[config.mk]
export PLATFORM = sky130hd
export DESIGN_NAME = ifetch_stage
export DESIGN_NICKNAME = d
export VERILOG_FILES = /design/src/rtl/ifetch_pkg.sv /design/src/rtl/ifetch_fifo.sv /design/src/rtl/ifetch_stage.sv
export SDC_FILE = /design/constraint.sdc
export NUM_CORES = 1
export LEC_CHECK = 0
export CORE_UTILIZATION = 40
export DETAILED_ROUTE_END_ITERATION = 10
export SYNTH_ARGS = -nofsm -noshare
export SYNTH_HDL_FRONTEND = slang
export SYNTH_SLANG_ARGS = --single-unit
export TNS_END_PERCENT = 5
[constraint.sdc]
create_clock -name clk -period 4.5 [get_ports clk]
set_input_delay 0.45 -clock clk [delete_from_list [all_inputs] [get_ports clk]]
set_output_delay 0.45 -clock clk [all_outputs]
set_load 0.005 [all_outputs]
[src/rtl/ifetch_pkg.sv]
// ifetch_pkg -- shared types and constants for the instruction fetch stage.
//   state_t   : fetch FSM states (BOOT, RUN, DRAIN)
//   XLEN      : address / instruction width
//   INST_BYTES: bytes per instruction word (PC increment)
//   qentry_t  : one fetch queue entry {pc, inst}
package ifetch_pkg;

    localparam int unsigned XLEN       = 32;
    localparam int unsigned INST_BYTES = 4;

    typedef enum logic [1:0] {
        BOOT  = 2'd0,
        RUN   = 2'd1,
        DRAIN = 2'd2
    } state_t;

    typedef struct packed {
        logic [XLEN-1:0] pc;
        logic [XLEN-1:0] inst;
    } qentry_t;

endpackage

[src/rtl/ifetch_fifo.sv]
// ifetch_fifo -- synchronous FIFO with flush, used for the pc side-FIFO and
// the instruction queue of ifetch_stage.
//   clk, reset : clock, asynchronous active-low reset
//   flush      : empties the FIFO; overrides push and pop in the same cycle
//   push       : write push_data (ignored when full and not popping)
//   push_data  : entry to write
//   pop        : remove head (ignored when empty)
//   head       : current head entry (undefined when count == 0)
//   count      : number of stored entries, 0..DEPTH
// DEPTH must be a power of two so the pointers wrap naturally.
module ifetch_fifo #(
    parameter int WIDTH = 32,
    parameter int DEPTH = 4
) (
    input  logic                       clk,
    input  logic                       reset,
    input  logic                       flush,
    input  logic                       push,
    input  logic [WIDTH-1:0]           push_data,
    input  logic                       pop,
    output logic [WIDTH-1:0]           head,
    output logic [$clog2(DEPTH+1)-1:0] count
);

    localparam int PW = $clog2(DEPTH);
    localparam int CW = $clog2(DEPTH+1);
    localparam logic [CW-1:0] FULL = CW'(DEPTH);

    logic [WIDTH-1:0] mem [DEPTH];
    logic [PW-1:0]    rd_ptr;
    logic [PW-1:0]    wr_ptr;
    logic             do_push;
    logic             do_pop;

    // A pop on an empty FIFO is dropped, so push+pop while empty just pushes;
    // push while full is only taken when the head is leaving the same cycle.
    assign do_pop  = pop & (count != '0) & ~flush;
    assign do_push = push & ((count != FULL) | do_pop) & ~flush;

    assign head = mem[rd_ptr];

    // NOTE: storage is deliberately not reset; only pointers and count are, and
    // the count alone decides which entries are meaningful.
    always_ff @(posedge clk) begin
        if (do_push) begin
            mem[wr_ptr] <= push_data;
        end
    end

    // NOTE: all sequential state uses non-blocking assignments so every
    // register sees pre-edge values regardless of statement order.
    always_ff @(posedge clk or negedge reset) begin
        if (!reset) begin
            rd_ptr <= '0;
            wr_ptr <= '0;
            count  <= '0;
        end else if (flush) begin
            rd_ptr <= '0;
            wr_ptr <= '0;
            count  <= '0;
        end else begin
            if (do_push) wr_ptr <= wr_ptr + PW'(1);
            if (do_pop)  rd_ptr <= rd_ptr + PW'(1);
            case ({do_push, do_pop})
                2'b10:   count <= count + CW'(1);
                2'b01:   count <= count - CW'(1);
                default: count <= count;
            endcase
        end
    end

endmodule

[src/rtl/ifetch_stage.sv]
// ifetch_stage -- fetch front-end upstream of the instruction cache.
// Owns the PC, issues word-aligned requests, queues returned words for decode
// and discards stale responses after a branch/trap redirect.
//   clk, reset           : clock, asynchronous active-low reset
//   redir_valid/redir_pc : redirect request and target (bits [1:0] ignored)
//   req_valid/req_addr   : fetch request to I-cache, req_ready accepts it
//   resp_valid/resp_data : in-order instruction word from I-cache
//   inst_valid/inst_data/inst_pc : queue head to decode, inst_ready pops it
// Optional macro IFETCH_PERF_CNT_EN adds saturating perf_fetched and
// perf_dropped counters.
module ifetch_stage
    import ifetch_pkg::*;
#(
    parameter logic [31:0] RESET_VECTOR = 32'h0000_0000,
    parameter int          DEPTH        = 4
) (
    input  logic            clk,
    input  logic            reset,
    input  logic            redir_valid,
    input  logic [XLEN-1:0] redir_pc,
    output logic            req_valid,
    output logic [XLEN-1:0] req_addr,
    input  logic            req_ready,
    input  logic            resp_valid,
    input  logic [XLEN-1:0] resp_data,
    output logic            inst_valid,
    output logic [XLEN-1:0] inst_data,
    output logic [XLEN-1:0] inst_pc,
    input  logic            inst_ready
`ifdef IFETCH_PERF_CNT_EN
    ,
    output logic [31:0]     perf_fetched,
    output logic [31:0]     perf_dropped
`endif
);

    localparam int CW = $clog2(DEPTH+1);
    localparam logic [CW:0] DEPTH_W = (CW+1)'(DEPTH);

    state_t          state;
    logic [XLEN-1:0] pc;
    logic [CW-1:0]   drop_cnt;
    logic [CW-1:0]   inflight;
    logic [CW-1:0]   q_count;
    logic [CW-1:0]   drop_after;
    logic [XLEN-1:0] resp_pc;
    qentry_t         q_head;
    qentry_t         q_push;
    logic            credit;
    logic            accept;
    logic            resp_keep;
    logic            resp_drop;

    // Every outstanding request owns one pc side-FIFO entry, so its occupancy
    // is the in-flight count.
    ifetch_fifo #(.WIDTH(XLEN), .DEPTH(DEPTH)) u_pc_fifo (
        .clk       (clk),
        .reset     (reset),
        .flush     (1'b0),
        .push      (accept),
        .push_data (pc),
        .pop       (resp_valid),
        .head      (resp_pc),
        .count     (inflight)
    );

    ifetch_fifo #(.WIDTH($bits(qentry_t)), .DEPTH(DEPTH)) u_inst_q (
        .clk       (clk),
        .reset     (reset),
        .flush     (redir_valid),
        .push      (resp_keep),
        .push_data (q_push),
        .pop       (inst_valid & inst_ready),
        .head      (q_head),
        .count     (q_count)
    );

    // Requests are only issued when a queue slot is guaranteed for the
    // response, which is why resp_valid needs no backpressure.
    assign credit    = ({1'b0, inflight} + {1'b0, q_count}) < DEPTH_W;
    assign req_valid = (state == RUN) & credit & ~redir_valid;
    assign req_addr  = pc;
    assign accept    = req_valid & req_ready;

    assign resp_keep  = resp_valid & ~redir_valid & (drop_cnt == '0);
    assign resp_drop  = resp_valid & ~resp_keep;
    assign q_push     = '{pc: resp_pc, inst: resp_data};
    // No request is accepted in a redirect cycle, so only a coincident
    // response can reduce the in-flight count.
    assign drop_after = inflight - CW'(resp_valid);

    assign inst_valid = (q_count != '0);
    assign inst_data  = inst_valid ? q_head.inst : '0;
    assign inst_pc    = inst_valid ? q_head.pc   : '0;

    always_ff @(posedge clk or negedge reset) begin
        if (!reset) begin
            state    <= BOOT;
            pc       <= RESET_VECTOR;
            drop_cnt <= '0;
        end else if (redir_valid) begin
            pc       <= redir_pc & ~XLEN'(3);
            drop_cnt <= drop_after;
            state    <= (drop_after != '0) ? DRAIN : RUN;
        end else begin
            if (accept)    pc       <= pc + XLEN'(INST_BYTES);
            if (resp_drop) drop_cnt <= drop_cnt - CW'(1);
            case (state)
                BOOT:    state <= RUN;
                RUN:     state <= RUN;
                DRAIN:   if (resp_drop && drop_cnt == CW'(1)) state <= RUN;
                default: state <= BOOT;
            endcase
        end
    end

`ifdef IFETCH_PERF_CNT_EN
    always_ff @(posedge clk or negedge reset) begin
        if (!reset) begin
            perf_fetched <= '0;
            perf_dropped <= '0;
        end else begin
            if (resp_keep && perf_fetched != '1) perf_fetched <= perf_fetched + 32'd1;
            if (resp_drop && perf_dropped != '1) perf_dropped <= perf_dropped + 32'd1;
        end
    end
`endif

endmodule

# == Yosys cells after proc, flatten, opt, wreduce, memory -nomap -nowiden ==
# Memories as Yosys holds them, arrays and structs flattened.
# Cells that the tools add are included.
# totals
register_bits,51
ramBits,384
inputBits,70
out_inout_bits,98
word_cells,85
mem_count,2
# classes
n_addsub,12
order_cmp,1
n_eq_ne,10
mux,21
bitwise_logic,17
reduce_logical,13
# mem_list
name,depth,width,rd,rd_ports_with_merged_regs,write_ports,line_no,text
u_inst_q.mem,4,64,1,0,1,ifetch_fifo.sv:29,logic [WIDTH-1:0] mem [DEPTH];
u_pc_fifo.mem,4,32,1,0,1,ifetch_fifo.sv:29,
# ops
op,n
$mux 32,4
$add 32x3->32 const B,1
$mux 2,7
$and 1x1->1,13
$pmux 3 s2,2
$reduce_bool 3->1,4
$reduce_bool 2->1,5
$mux 3,3
$ne 3x3->1 const B,3
$sub 3x1->3 const B,3
$add 2x1->2 const B,4
$add 3x1->3 const B,2
$eq 2x1->1 const B,3
$eq 2x2->1 const B,3
$add 3x3->4,1
$lt 4x3->1 const B,1
$mux 1,4
$pmux 2 s2,1
$eq 3x1->1 const B,1
$logic_not 3->1,1
$sub 3x1->3,1
$logic_not 2->1,1
$not 1->1,2
$or 1x1->1,2
other kinds (2),2

# == Depth between registers and ports, before layout ==
# logic_depth
depth_word,10
mapped_depth,10

# == By module ==
# Synthesis repeated with hierarchy kept, for this count alone.
# unflattened
cells_unflattened,961
area_unflattened_um2,17620.6
# by_module_without_submodules
module,instances,cells_per_inst,area_per_inst_um2,seq_area_each_um2
ifetch_fifo at u_inst_q,1,394,9749.4,7862.5
ifetch_fifo at u_pc_fifo,1,228,5147.4,4018.9
ifetch_stage,1,339,2723.9,875.8

# == Worst setup path before layout ==
# Ideal clock, no wire load.
# synth_path
path_kind,reg2reg
startpoint,register drop_cnt[0]
endpoint,memory u_inst_q.mem[0][0] in the netlist's numbering (enable)
setup_time_ps,426
t_arrival_ps,2696
t_required_ps,4074
setup_slack_ps,1377
stages_incl_launch_ff,6
cell_sequence,dfrtp_1 > inv_1 > ha_1 > nand4bb_1 > a31oi_1 > and2_1
# synth_between
elab_chain_cells,6
# synth_lines
element,line_no,text
start: declaration,ifetch_stage.sv:42,logic [CW-1:0] drop_cnt;
start signal: assignment,ifetch_stage.sv:103,drop_cnt <= drop_after;
start signal: assignment,ifetch_stage.sv:107,if (resp_drop) drop_cnt <= drop_cnt - CW'(1);
$logic_not 3->1,ifetch_stage.sv:85,assign resp_keep = resp_valid & ~redir_valid & (drop_cnt == '0);
$and 1x1->1,ifetch_stage.sv:85,
$and 1x1->1 (2 in a row),ifetch_fifo.sv:38,assign do_push = push & ((count != FULL) | do_pop) & ~flush;
$mux 1,ifetch_fifo.sv:45,if (do_push) begin
$mux 1 (implied by the code),ifetch_fifo.sv:46,mem[wr_ptr] <= push_data;
end: declaration,ifetch_fifo.sv:29,
# No other way between the ends.

# == Final worst setup path ==
# layout_path
startpoint,register u_inst_q.rd_ptr[0]
endpoint,output port inst_data[12]
# layout_between
elab_chain_cells,2
# layout_lines
element,line_no,text
start: declaration,ifetch_fifo.sv:30,logic [PW-1:0] rd_ptr;
start signal: assignment,ifetch_fifo.sv:63,if (do_pop) rd_ptr <= rd_ptr + PW'(1);
$mem_v2 4x64,--,
$mux 32,ifetch_stage.sv:93,assign inst_data = inst_valid ? q_head.inst : '0;
end: declaration,ifetch_stage.sv:27,"output logic [XLEN-1:0] inst_data,"
# No other way between the ends.

==> flow_summary.json <==
{
  "status": "finished clean",
  "ir_drop_mv": 0.243,
  "cts_buffer_depth": 3,
  "fin_crit_sh_pct": 76.0,
  "fmax_mhz": 292,
  "place_ws_ns": 1.34,
  "fp.dieH_um": 207,
  "fin_cells": 1656,
  "synthDistinctLibCells": 56,
  "synth_area_um2": 16900,
  "fillerInstances": 3499,
  "place_area_um2": 19100,
  "ys_seq_elements": 417,
  "setup_violations": 0,
  "cp-start-kind": "flop",
  "vias_per_cell": 5.31,
  "skew_ns": 0.0105,
  "crit_fanout": 31,
  "cts_sinks": 417,
  "powerDensity_nw_per_um2": 472,
  "initial_core_util_pct": 40.9,
  "num_vias": 8788,
  "nets": 1183,
  "wirelength_um": 35200,
  "finalSetupTns_ns": 0,
  "rsz0062_at_grt": "false",
  "synth_flop_cell": "edfxtp_1",
  "fin_crit_ns": 3.42,
  "firstDrtPassIters": 5,
  "clkSlewWorstSetupHoldPaths_ns": 0.06,
  "io_pins": 168,
  "fp.dieArea_um2": 43000,
  "place_inst": 1580,
  "clk_latency_ns": 0.55,
  "cts_buffers": 44,
  "cts_tree": "yes",
  "dieWidth_um": 207,
  "required_ns": 4.05,
  "grt_max_degree": 63,
  "synth_edf_count": 368,
  "final_area_um2": 20500,
  "setup_slack_ns": 1.08,
  "cts_resized": 0,
  "hp-class": "in -> async",
  "antenna_left": 0,
  "port_buffers": 161,
  "root_buffer": "clkbuf_16",
  "coreArea_um2": 41200,
  "place_congestion": 0.787,
  "cts_setup_buffers": 0,
  "leakage_nw": 6.71,
  "first_iter_violations": 605,
  "max_cap_violations": 0,
  "hold_slack_ns": 0.436,
  "finalHoldViolations": 0,
  "grt.overflow.total": 0,
  "drive_above_1_share_pct": 17.2,
  "dpl.hpwl_um": 20800,
  "antenna_found_initial": 1,
  "hold_buffers": 1,
  "drt-wirelength-per-cell_um": 21.2,
  "area.growth.synth_to_final_pct": 21.4,
  "p_total_mw": 9.67,
  "worst_pin_slew_ns": 0.876,
  "cp.arrival_ns": 2.97,
  "drcViolationCount": 0,
  "fin_util_pct": 49.7,
  "grt_pass1_wl_um": 54500,
  "ys_async_sr_fraction_pct": 11.8,
  "synth_seq_area_share_pct": 72.8,
  "synthCells": 914,
  "row_count": 74,
  "synth_top_area_cell": "edfxtp_1",
  "drv_slew": 0,
  "grt_pass1_vias": 9079,
  "synth_area_leaders": "edfxtp_1, mux4_2, dfrtp_1",
  "synth_top_area_share_pct": 65.5,
  "grt.total_usage_pct": 16.6,
  "htreeDepth": 2,
  "n_antenna_cell": 0,
  "synth.avg_cell_area_um2": 18.5,
  "crit_path_end_kind": "output pin",
  "worst-setup-path-type": "reg -> out",
  "yosysWarnings": 0,
  "relSlewSlack_pct": 41.6
}
-- path summary, 6_finish.rpt --
check                                                from                             end  slack (ns)  cells after the start
min in group clk                              redir_valid        req_addr[19]$_DFFE_PN0P_        0.44                      4
max reg2reg                u_pc_fifo.count[2]$_DFFE_PN0P_  u_pc_fifo.count[1]$_DFFE_PN0P_        1.35                      8
min                                                 reset        req_addr[19]$_DFFE_PN0P_        0.44                      2
min reg2reg                          state[0]$_DFFE_PN0P_            state[0]$_DFFE_PN0P_        0.50                      1
max in group asynchronous                           reset  u_inst_q.rd_ptr[0]$_DFFE_PN0P_        3.24                      3
max                        u_inst_q.rd_ptr[0]$_DFFE_PN0P_                   inst_data[12]        1.08                      4
-- registers in the layout (all words and copies together), names as in the netlist, 3 cells and up --
| signal | count |
|---|---|
| u_inst_q.count | 3 |
| u_inst_q.mem | 248 |
| u_pc_fifo.count | 3 |
| drop_cnt | 3 |
| u_pc_fifo.mem | 120 |
| req_addr | 30 |
-- cells by family (layout without fill, tap and decap cells) --
family                   count (synthesis)  in the layout  synth area share (%)
flip-flops                             417            417                  72.8
AND/OR/NAND/NOR                        219            219                  7.40
multiplexers                            99             99                  12.7
AO/OA/AOI/OAI                           78             78                  3.12
buffers and inverters                   67            274                  1.74
adder cells (fa/ha/maj)                 18             18                  1.42
XOR/XNOR                                15             15                 0.779
other                                    1              4                0.0222
-- routing by layer --
metal / up-vias / part of all wire (%) / wire, um / global-route usage (%)
met4: 2 / 2.1 / 733 / 5.15
li1: 4010 / - / - / -
met3: 54 / 5.3 / 1850 / 3.19
met2: 240 / 48 / 16800 / 26.9
met1: 4482 / 45 / 15700 / 22.8
met5: - / 0.026 / 9 / 0
-- placed cells by master, fill, tap and decap left out, drive strengths merged, types with 3 or more instances in the layout --
| cell | n |
|---|---|
| edfxtp | 368 |
| clkdlybuf4s50 | 159 |
| mux4 | 92 |
| and2 | 74 |
| clkbuf | 56 |
| nand2 | 50 |
| dfrtp | 49 |
| nor2 | 23 |
| nand3 | 22 |
| buf | 22 |
| o21ai | 20 |
| nand4 | 19 |
| inv | 17 |
| ha | 16 |
| clkinv | 16 |
| o211ai | 13 |
| a21oi | 12 |
| xor2 | 9 |
| nor3 | 8 |
| and3 | 7 |
| xnor2 | 6 |
| mux2i | 6 |
| a31oi | 6 |
| o311ai | 6 |
| conb | 4 |
| or3 | 4 |
| o31ai | 3 |
| or4 | 3 |
| a31o | 3 |
| bufinv | 3 |
-- cell usage after synthesis, types with 5 or more instances --
cell / n
a21oi_1: 12
a31oi_1: 5
and2_1: 74
and3_1: 7
buf_2: 16
buf_4: 6
clkbuf_1: 24
dfrtp_1: 49
edfxtp_1: 368
ha_1: 16
inv_1: 17
mux2i_1: 6
mux4_2: 92
nand2_1: 50
nand3_1: 20
nand4_1: 18
nor2_1: 23
nor3_1: 7
o211ai_1: 13
o21ai_0: 20
xnor2_1: 6
xor2_1: 9
-- report_power, final --
part / switching (mW) / total (mW) / internal (mW)
clock network: 1.40 / 3.39 / 1.99
registers: 0.322 / 4.91 / 4.59
logic: 0.633 / 1.36 / 0.728
total: 2.36 / 9.67 / 7.31
-- worst max-delay path, cell delays in order, from the launching register on --
cell and delay [ns]:
dfrtp_4 0.87, buf_4 0.38, mux4_2 0.53, and2_1 0.17, clkdlybuf4s50_1 0.44
-- area by class of cell --
cell class	count	area (um2)	area share (%)
inverter	17	63.8	0.312
tap	532	666	3.25
timing repair buffer	182	1820	8.91
sequential	417	12300	60.0
clock buffer	56	1170	5.70
clock inverter	19	161	0.788
multi-input combinational	433	4310	21.0
Note: power is estimated with default switching activity, not from simulation.
